## src/rtl/param_compute_unit_if.sv

```systemverilog
// param_compute_unit_if: instruction/result bundle between sequencer (master) and compute unit (slave)
// Parameters: DATA_W datapath width, NUM_REGS register count (RAW = $clog2(NUM_REGS)).
// Instruction side: in_valid, in_ready, opcode[3:0], tgt_id, src0_id, src1_id, imm.
// Result side: out_valid, out_data, out_reg_id, out_zero, out_carry, err.
interface param_compute_unit_if #(
    parameter int DATA_W   = 8,
    parameter int NUM_REGS = 16
);
    localparam int RAW = $clog2(NUM_REGS);
    logic              in_valid;
    logic              in_ready;
    logic [3:0]        opcode;
    logic [RAW-1:0]    tgt_id;
    logic [RAW-1:0]    src0_id;
    logic [RAW-1:0]    src1_id;
    logic [DATA_W-1:0] imm;
    logic              out_valid;
    logic [DATA_W-1:0] out_data;
    logic [RAW-1:0]    out_reg_id;
    logic              out_zero;
    logic              out_carry;
    logic              err;
    modport master (
        output in_valid, opcode, tgt_id, src0_id, src1_id, imm,
        input  in_ready, out_valid, out_data, out_reg_id, out_zero, out_carry, err
    );
    modport slave (
        input  in_valid, opcode, tgt_id, src0_id, src1_id, imm,
        output in_ready, out_valid, out_data, out_reg_id, out_zero, out_carry, err
    );
endinterface

```

## src/rtl/param_compute_unit.sv

```systemverilog
// param_compute_unit: register-file ALU, one instruction per handshake, result strobe with zero/carry flags
// Ports: clk, rst (sync, active-high), bus (param_compute_unit_if.slave: instruction in, result/err out).
// Optional multi-cycle shift-add multiply (opcode A) is built only when CU_MUL_EN is defined;
// otherwise opcode A is illegal and in_ready is tied high.
module param_compute_unit #(
    parameter int DATA_W   = 8,
    parameter int NUM_REGS = 16
) (
    input logic                  clk,
    input logic                  rst,
    param_compute_unit_if.slave  bus
);
    localparam int RAW = $clog2(NUM_REGS);
    localparam int SW  = (DATA_W > 1) ? $clog2(DATA_W) : 1;

    logic [DATA_W-1:0] regs [NUM_REGS];
    logic [DATA_W-1:0] a, b;
    logic [DATA_W:0]   res;
    logic              legal;
    logic              accept;

    assign a      = regs[bus.src0_id];
    assign b      = regs[bus.src1_id];
    assign accept = bus.in_valid & bus.in_ready;

    // res[DATA_W] is the carry/borrow; every other op zero-extends so it stays 0
    always_comb begin
        res   = '0;
        legal = 1'b1;
        case (bus.opcode)
            4'h1:    res = {1'b0, bus.imm};
            4'h2:    res = {1'b0, a} + {1'b0, b};
            4'h3:    res = {1'b0, a} - {1'b0, b};
            4'h4:    res = {1'b0, a & b};
            4'h5:    res = {1'b0, a | b};
            4'h6:    res = {1'b0, ~a};
            4'h7:    res = {1'b0, a ^ b};
            4'h8:    res = {1'b0, a << b[SW-1:0]};
            4'h9:    res = {1'b0, a >> b[SW-1:0]};
            default: legal = 1'b0;
        endcase
    end

`ifdef CU_MUL_EN
    typedef enum logic {IDLE, MUL} state_t;
    localparam logic [SW:0] LAST = (SW+1)'(DATA_W - 1);
    state_t              state;
    logic [2*DATA_W-1:0] m_acc, m_a, prod;
    logic [DATA_W-1:0]   m_b;
    logic [SW:0]         cnt;
    logic [RAW-1:0]      m_tgt;
    // one partial product per cycle: multiplicand shifts left, multiplier shifts right
    assign prod         = m_acc + (m_b[0] ? m_a : '0);
    assign bus.in_ready = (state == IDLE);
`else
    assign bus.in_ready = 1'b1;
`endif

    always_ff @(posedge clk) begin
        if (rst) begin
            for (int i = 0; i < NUM_REGS; i++) regs[i] <= '0;
            bus.out_valid  <= 1'b0;
            bus.out_data   <= '0;
            bus.out_reg_id <= '0;
            bus.out_zero   <= 1'b0;
            bus.out_carry  <= 1'b0;
            bus.err        <= 1'b0;
`ifdef CU_MUL_EN
            state <= IDLE;
            m_acc <= '0;
            m_a   <= '0;
            m_b   <= '0;
            cnt   <= '0;
            m_tgt <= '0;
`endif
        end else begin
            bus.out_valid <= 1'b0;
            bus.err       <= 1'b0;
`ifdef CU_MUL_EN
            if (state == MUL) begin
                m_acc <= prod;
                m_a   <= m_a << 1;
                m_b   <= m_b >> 1;
                cnt   <= cnt + 1'b1;
                if (cnt == LAST) begin
                    regs[m_tgt]    <= prod[DATA_W-1:0];
                    bus.out_valid  <= 1'b1;
                    bus.out_data   <= prod[DATA_W-1:0];
                    bus.out_reg_id <= m_tgt;
                    bus.out_zero   <= (prod[DATA_W-1:0] == '0);
                    bus.out_carry  <= |prod[2*DATA_W-1:DATA_W];
                    state          <= IDLE;
                end
            end else if (accept && bus.opcode == 4'hA) begin
                m_acc <= '0;
                m_a   <= {{DATA_W{1'b0}}, a};
                m_b   <= b;
                cnt   <= '0;
                m_tgt <= bus.tgt_id;
                state <= MUL;
            end else
`endif
            if (accept && legal) begin
                regs[bus.tgt_id] <= res[DATA_W-1:0];
                bus.out_valid    <= 1'b1;
                bus.out_data     <= res[DATA_W-1:0];
                bus.out_reg_id   <= bus.tgt_id;
                bus.out_zero     <= (res[DATA_W-1:0] == '0);
                bus.out_carry    <= res[DATA_W];
            end else if (accept && bus.opcode != 4'h0) begin
                bus.err <= 1'b1;
            end
        end
    end
endmodule

```

## src/flat_wrapper.sv

```systemverilog
// flat-port wrapper written by rule: the top's interface ports become plain ports
module param_compute_unit_flat 
#(
    parameter int DATA_W   = 8,
    parameter int NUM_REGS = 16
)
  (clk, rst, bus_in_valid, bus_opcode, bus_tgt_id, bus_src0_id, bus_src1_id, bus_imm, bus_in_ready, bus_out_valid, bus_out_data, bus_out_reg_id, bus_out_zero, bus_out_carry, bus_err);
  param_compute_unit_if #(.DATA_W(DATA_W), .NUM_REGS(NUM_REGS)) bus_i ();
  input logic clk;
  input logic rst;
  input wire logic [$bits(bus_i.in_valid)-1:0] bus_in_valid;
  input wire logic [$bits(bus_i.opcode)-1:0] bus_opcode;
  input wire logic [$bits(bus_i.tgt_id)-1:0] bus_tgt_id;
  input wire logic [$bits(bus_i.src0_id)-1:0] bus_src0_id;
  input wire logic [$bits(bus_i.src1_id)-1:0] bus_src1_id;
  input wire logic [$bits(bus_i.imm)-1:0] bus_imm;
  output wire logic [$bits(bus_i.in_ready)-1:0] bus_in_ready;
  output wire logic [$bits(bus_i.out_valid)-1:0] bus_out_valid;
  output wire logic [$bits(bus_i.out_data)-1:0] bus_out_data;
  output wire logic [$bits(bus_i.out_reg_id)-1:0] bus_out_reg_id;
  output wire logic [$bits(bus_i.out_zero)-1:0] bus_out_zero;
  output wire logic [$bits(bus_i.out_carry)-1:0] bus_out_carry;
  output wire logic [$bits(bus_i.err)-1:0] bus_err;
  assign bus_i.in_valid = bus_in_valid;
  assign bus_i.opcode = bus_opcode;
  assign bus_i.tgt_id = bus_tgt_id;
  assign bus_i.src0_id = bus_src0_id;
  assign bus_i.src1_id = bus_src1_id;
  assign bus_i.imm = bus_imm;
  assign bus_in_ready = bus_i.in_ready;
  assign bus_out_valid = bus_i.out_valid;
  assign bus_out_data = bus_i.out_data;
  assign bus_out_reg_id = bus_i.out_reg_id;
  assign bus_out_zero = bus_i.out_zero;
  assign bus_out_carry = bus_i.out_carry;
  assign bus_err = bus_i.err;
  param_compute_unit #(.DATA_W(DATA_W), .NUM_REGS(NUM_REGS)) u_core (.clk(clk), .rst(rst), .bus(bus_i));
endmodule
```

## config.mk

```make
export PLATFORM = sky130hd
export DESIGN_NAME = param_compute_unit_flat
export DESIGN_NICKNAME = d
export VERILOG_FILES = /design/src/rtl/param_compute_unit_if.sv /design/src/rtl/param_compute_unit.sv /design/src/flat_wrapper.sv
export SDC_FILE = /design/constraint.sdc
export NUM_CORES = 1
export LEC_CHECK = 0
export ABC_AREA = 1
export CORE_MARGIN = 2
export CORE_UTILIZATION = 55
export CTS_CLUSTER_SIZE = 25
export DETAILED_ROUTE_END_ITERATION = 12
export PLACE_DENSITY_LB_ADDON = 0.2
export SLEW_MARGIN = 20
export SYNTH_ARGS = -nofsm -noshare
export SYNTH_HDL_FRONTEND = slang
export SYNTH_SLANG_ARGS = --single-unit
```

## constraint.sdc

```tcl
create_clock -name clk -period 6.5 [get_ports clk]
set_clock_uncertainty 0.1 [all_clocks]
set_input_delay 0.65 -clock clk [delete_from_list [all_inputs] [get_ports clk]]
set_output_delay 0.65 -clock clk [all_outputs]
set_load 0.01 [all_outputs]
```

==> results.py, run 1 <==
metrics = {
    "floorplan": {
        "die_width_um": 136.3,
        "die_h_um": 136.3,
        "start_util_pct": 56.02,
        "dieArea_um2": 18570,
        "io_pins": 44,
        "coreArea_um2": 17180,
        "num_rows": 48,
    },
    "drt": {
        "firstDrtPassIters": 5,
        "vias": 8774,
        "viasPerCell": 5.920,
        "drt-initial-drc-count": 1243,
        "post-route-drc-count": 0,
        "postRouteAntennaNets": 0,
        "drt-total-wl_mm": 30.54,
        "avgRoutedWirePerCell_um": 20.60,
    },
    "setup_path": {
        "worstSetupEndpoint": "u_core.regs[10][6]",
        "r2r_end": "u_core.regs[10][6]",
        "crit_arrival_ps": 5110,
        "crit_family": "simple AND/OR/NAND/NOR gates",
        "r2r_slack_ps": 2170,
        "critical_path.max_fanout": 45,
        "cp.buffers_inverters": 2,
        "cpPeakStageDelay_ps": 610,
        "timing.rr.start": "u_core.regs[3][2]",
        "worstPathRequired_ps": 6560,
        "startpoint_type": "input pin",
        "crit_start": "bus_src1_id[1]",
        "path_common_cell": "nand2_1",
        "end_kind": "flop",
        "slowest_stage": "a21oi_4",
        "crit_type": "in2reg",
        "r2r.worst_path.cells": 23,
        "path_cells": "clkdlybuf4s50_1 -> buf_4 -> a21oi_1 -> o21ai_0 -> nand3_1 -> nand3_1 -> nand2_2 -> nor2_2 -> nand2_1 -> nand2_1 -> xor2_1 -> ha_1 -> a21oi_1 -> nand2_1 -> nand2_1 -> nand2_1 -> a21oi_1 -> nand2_1 -> nand2_1 -> nor2_1 -> nor2_1 -> nand2_1 -> a21oi_4 -> nor2_1",
        "critical_path_depth": 24,
    },
    "yosys": {
        "synth.net_count": 1288,
        "synthCells": 1234,
        "synth_cell_type_count": 46,
        "synthesis.area_um2": 9623,
        "synthArstFlopShare_pct": 0,
        "synthFlopType": "edfxtp_1",
        "yosysTopAreaCellShare_pct": 39.94,
        "synth.largest_area_cell": "edfxtp_1",
        "synthTopCellsByArea": "edfxtp_1, nand2_1, nand3_1, nor2_1, inv_1",
        "synth_edf_count": 128,
        "ys_seq_area_share_pct": 43.27,
        "syn_avg_cell_area_um2": 7.798,
        "yosys_warnings": 0,
        "synth_seq_cells": 144,
    },
    "clock_tree": {
        "root_buffer": "clkbuf_16",
        "post_cts_buffers": 0,
        "path_clk_slew_ps": 70,
        "hold_buffers": 0,
        "post_cts_resized": 0,
        "cts_sinks": 144,
        "htreeDepth": 4,
        "cts_buffer_depth": 2,
        "cts_tree": "yes",
        "worstSkewPairLatency_ps": 430,
        "cts-buffers-inserted": 17,
    },
    "placement": {
        "globalplace.congestion": 1.004,
        "portBuffers": 42,
        "dp_hpwl_mm": 21.16,
        "place_area_um2": 9963,
    },
    "cells_and_area": {
        "finalInstanceArea_um2": 10530,
        "final_cell_mix": "nand2_1, nor2_1, nand3_1",
        "antennaDiodeCount": 0,
        "final_common_cell": "nand2_1",
        "layout.nets": 1298,
        "final.fill_count": 1560,
        "drive_gt1_share_pct": 8.512,
        "area_growth_syn_to_layout_pct": 9.387,
    },
    "global_routing": {
        "grt_pass1_wl_mm": 46.22,
        "grt_max_degree": 84,
        "grt_pass1_vias": 8115,
        "grt.overflow.total": 0,
        "antenna_found_initial": 0,
        "track_usage_pct": 33.81,
    },
    "timing": {
        "fin_crit_sh_pct": 77.77,
        "maxSlewViolCount": 0,
        "timing.fmax_mhz": 197.8,
        "finalSetupViolCount": 0,
        "rsz0062_at_grt": "false",
        "hold_violations": 0,
        "fin_tns_setup_ps": 0,
        "max-slew-margin-rel_pct": 43.59,
        "worstMarginPinSlew_ps": 844.3,
        "final.min_clock_period_ps": 5055,
    },
    "power_and_ir_drop": {
        "ir_drop_mv": 0.1931,
        "intPower_mw": 1.723,
        "clkPwrFrac_pct": 36.7,
        "p_total_mw": 2.618,
        "p_switching_uw": 894.7,
        "leakagePower_nw": 4.322,
        "power.share.switching_pct": 34.18,
        "p_per_area_nw_per_um2": 248.7,
        "seqPwrFrac_pct": 40.5,
        "combPwrFrac_pct": 22.9,
    },
    "min_path": {
        "hold_path_class": "reg2reg",
    },
    "job": {
        "maxCapViolCount": 0,
    },
    "outcome": {
        "status": "completed",
    },
}
==> routing by layer <==
layer | GRT usage, % | wire, um | vias to the layer above
li1 | - | - | 4107
met1 | 44.62 | 12330 | 4068
met2 | 53.10 | 13960 | 490
met3 | 5.108 | 2517 | 109
met4 | 19.39 | 1732 | 0
met5 | 0 | 0 | -
==> power groups by stage <==
stage	Clock, mW	Combinational [mW]	Sequential [mW]
2_1_floorplan	0	0.413	1.08
3_3_place_gp	0	0.583	1.08
3_5_place_dp	0	0.582	1.08
4_1_cts	0.961	0.585	1.06
5_1_grt	0.997	0.649	1.06
6_report	0.960	0.598	1.06
==> flip-flops by register name, summed over array words and instances (netlist names) <==
| signal | flops |
|---|---|
| u_core.bus.err | 1 |
| u_core.bus.out_zero | 1 |
| u_core.regs | 128 |
| u_core.bus.out_reg_id | 4 |
| u_core.bus.out_valid | 1 |
| u_core.bus.out_carry | 1 |
| u_core.bus.out_data | 8 |
==> layout make-up <==
class	count	area, um2	share of cell area (%)
Sequential cell	144	4164	39.56
Inverter	152	575.6	5.468
Timing Repair Buffer	53	505.5	4.802
Clock buffer	17	425.4	4.041
Tap cell	225	281.5	2.674
Clock inverter	15	137.6	1.308
Multi-Input combinational cell	876	4437	42.15
==> worst min-delay path: cells and delay by family (launching register included) <==
kind | cells | cell delay [ps]
and+or+nand+nor | 1 | 60
AOI/OAI and AO/OA | 1 | 50
DFF | 1 | 310
==> cell usage after synthesis, drive strengths merged, types with 2 or more instances <==
cell and n:
nand2 282, nor2 202, nand3 151, inv 135, edfxtp 128, o21ai 69
o211ai 61, buf 49, a21oi 41, ha 26, clkinv 17, dfxtp 16
clkbuf 13, or2 12, nor3 6, xor2 6, a211oi 3, a221oi 3
nand3b 2, o21bai 2, o221ai 2
==> worst min path at each step <==
stage / startpoint / endpoint / slack, ps / cells after the start
global placement: u_core.bus.out_data[3] / u_core.bus.out_data[3] / 340 / 2
floorplan: u_core.bus.out_carry / u_core.bus.out_carry / 380 / 2
detailed placement: u_core.bus.out_data[3] / u_core.bus.out_data[3] / 350 / 2
global route: u_core.bus.out_carry / u_core.bus.out_carry / 390 / 2
CTS: u_core.bus.out_carry / u_core.bus.out_carry / 360 / 2
finish: u_core.bus.out_carry / u_core.bus.out_carry / 360 / 2
==> through the flow <==
stage                     std cells  hold slack (ps)  setup WS [ps]  utilization [%]
after global placement         1450            341.3           1212            58.01
after global routing           1482            390.0           1176            61.28
final                          1482            359.8           1445            61.28
after CTS                      1482            360.4           1632            61.28
after floorplan                1234            376.8           2613                -
after detailed placement       1450            346.6           1204            58.01
==> cells by family after synthesis <==
kind of cell	after synthesis	share of synthesized area, %
xor gates and xnor gates	7	0.6371
other	1	0.03897
buffers and inverters	214	10.62
DFF	144	43.27
AOI/OAI and AO/OA	183	12.25
and+or+nand+nor	658	29.59
adders and majority gates	27	3.589
Note: power is estimated with default switching activity, not from simulation.
==> run 2: changes to the inputs <==
==> constraint.sdc (replaced) <==
create_clock -name clk -period 4.1 [get_ports clk]
set_clock_uncertainty 0.1 [all_clocks]
set_input_delay 0.41 -clock clk [delete_from_list [all_inputs] [get_ports clk]]
set_output_delay 0.41 -clock clk [all_outputs]
set_load 0.01 [all_outputs]
==> run 2 against run 1 <==
  * Critical path depth down 1
  * Via count up 4.0%
  * First-iteration DRC count decreased by 8.8%
  * Total power rose by 69%
  * Sequential share of layout area shrank 3.5 points
  * Critical endpoint is now u_core.regs[12][6]
  * Largest power group unchanged
  * Highest routed layer unchanged
==> results.py, run 2 (same netlist as run 1, synthesis figures left out) <==
metrics = {
    "power_and_ir_drop": {
        "leakagePower_nw": 4.926,
        "p_switching_mw": 1.412,
        "p_total_mw": 4.435,
        "combPwrFrac_pct": 26.2,
        "clkPwrFrac_pct": 35.9,
        "power.share.switching_pct": 31.83,
        "intPower_mw": 3.024,
        "seqPwrFrac_pct": 37.9,
        "ir_drop_mv": 0.3816,
        "p_per_area_nw_per_um2": 383.8,
    },
    "setup_path": {
        "crit_arrival_ps": 4050,
        "cpPeakStageDelay_ps": 410,
        "end_kind": "flop",
        "r2r_slack_ps": 440,
        "timing.rr.start": "u_core.regs[9][1]",
        "path_cells": "clkdlybuf4s50_1 -> buf_6 -> buf_12 -> buf_4 -> o21ai_0 -> a21oi_1 -> o211ai_1 -> nand2_2 -> buf_4 -> inv_1 -> nand2_1 -> o21ai_2 -> xor2_1 -> ha_1 -> inv_1 -> nand2_1 -> nand2_1 -> nor2_1 -> nor2_1 -> nand2_1 -> a21oi_4 -> clkbuf_16 -> nor2_1",
        "slowest_stage": "clkdlybuf4s50_1",
        "r2r_end": "u_core.regs[12][6]",
        "critical_path.max_fanout": 10,
        "crit_type": "in2reg",
        "r2r.worst_path.cells": 25,
        "startpoint_type": "input pin",
        "path_common_cell": "nand2_1",
        "worstPathRequired_ps": 4190,
    },
    "floorplan": {
        "num_rows": 48,
        "start_util_pct": 56.02,
        "io_pins": 44,
        "die_width_um": 136.3,
        "coreArea_um2": 17180,
        "die_h_um": 136.3,
        "dieArea_um2": 18570,
    },
    "cells_and_area": {
        "layout.nets": 1402,
        "area_growth_syn_to_layout_pct": 20.10,
        "finalInstanceArea_um2": 11560,
        "reg_top3": "u_core.regs x128, u_core.bus.out_data x8, u_core.bus.out_reg_id x4",
        "largest_reg_flops": 128,
        "antennaDiodeCount": 0,
        "final_common_cell": "nand2_1",
        "drive_gt1_share_pct": 16.09,
        "fin_util_pct": 67.29,
        "regMostFlops": "u_core.regs",
        "stdcell_count": 1586,
        "final_cell_mix": "nand2_1, nor2_1, nand3_1",
    },
    "clock_tree": {
        "path_clk_slew_ps": 60,
        "cts-buffers-inserted": 17,
        "htreeDepth": 4,
        "hold_buffers": 0,
        "root_buffer": "clkbuf_16",
        "cts_tree": "yes",
        "cts_buffer_depth": 2,
        "cts_sinks": 144,
        "worstSkewPairLatency_ps": 440,
    },
    "outcome": {
        "status": "completed",
    },
    "global_routing": {
        "grt_pass1_vias": 8449,
        "track_usage_pct": 34.90,
        "grt_max_degree": 30,
        "grt.overflow.total": 0,
        "grt_pass1_wl_mm": 47.42,
        "antenna_found_initial": 0,
    },
    "placement": {
        "dp_hpwl_mm": 23.09,
        "placed_cells": 1547,
        "globalplace.congestion": 0.9734,
        "place_area_um2": 10830,
        "dp_slack_ps": -279.9,
        "portBuffers": 42,
    },
    "drt": {
        "firstDrtPassIters": 6,
        "avgRoutedWirePerCell_um": 19.95,
        "vias": 9122,
        "postRouteAntennaNets": 0,
        "drt-total-wl_mm": 31.63,
        "post-route-drc-count": 0,
        "drt-initial-drc-count": 1133,
        "viasPerCell": 5.752,
    },
    "timing": {
        "fin_ws_ps": 137.1,
        "maxSlewViolCount": 0,
        "max-slew-margin-rel_pct": 50.43,
        "hold_violations": 0,
        "fin_tns_setup_ps": 0,
        "worstMarginPinSlew_ps": 738.9,
        "final.min_clock_period_ps": 3963,
        "timing.fmax_mhz": 252.3,
        "fin_crit_sh_pct": 96.66,
        "finalSetupViolCount": 0,
        "whs_ps": 358.8,
    },
    "min_path": {
        "hold_start": "u_core.bus.out_data[6]",
        "hold_path_class": "reg2reg",
        "hold_depth": 2,
        "holdPathEnd": "u_core.bus.out_data[6]",
    },
    "job": {
        "maxCapViolCount": 0,
    },
}
## run 2: timing repair
item / CTS / global route
hold endpoints to repair: 0 / 0
endpoints found under the setup margin: 0 / 53
buffers inserted: 0 / 5
gates resized for setup: 0 / 15
## run 2: power groups by stage
stage | Clock [mW] | Combinational, mW | Sequential (mW)
after CTS | 1.59 | 1.10 | 1.68
after global routing | 1.66 | 1.25 | 1.69
after global placement | 0 | 1.09 | 1.71
after detailed placement | 0 | 1.09 | 1.71
final | 1.59 | 1.16 | 1.68
after floorplan | 0 | 0.654 | 1.70
## run 2: layout make-up
class	instances	area [um2]
clock buffers	20	489.2
clock inverters	12	116.4
fillers	1462	5619
inverters	152	575.6
multi-input cells	876	4474
flip-flops and latches	144	4164
well taps	225	281.5
repair buffers	157	1456
## run 2: worst max path at each step
stage | start | to | cells after the start
floorplan | bus_src1_id[0] | u_core.regs[7][7] | 24
global placement | bus_src1_id[1] | u_core.regs[7][6] | 27
detailed placement | bus_src1_id[1] | u_core.regs[7][6] | 27
CTS | bus_src1_id[1] | u_core.regs[7][6] | 27
global route | bus_src1_id[1] | u_core.regs[15][6] | 27
finish | bus_src1_id[1] | u_core.regs[12][6] | 23
## run 2: per-layer routing
layer	vias up	global-route usage [%]	wire (um)
met5	-	0	0
met3	108	6.301	2944
li1	4316	-	-
met4	0	16.55	1628
met2	506	56.23	14570
met1	4192	45.63	12490
## run 2: critical path, delay by kind of cell
kind / cells / cell delay [ps]
AOI/OAI and AO/OA: 5 / 1060
xor gates and xnor gates: 1 / 220
adders and majority gates: 1 / 260
buffers and inverters: 8 / 1410
and+or+nand+nor: 8 / 680
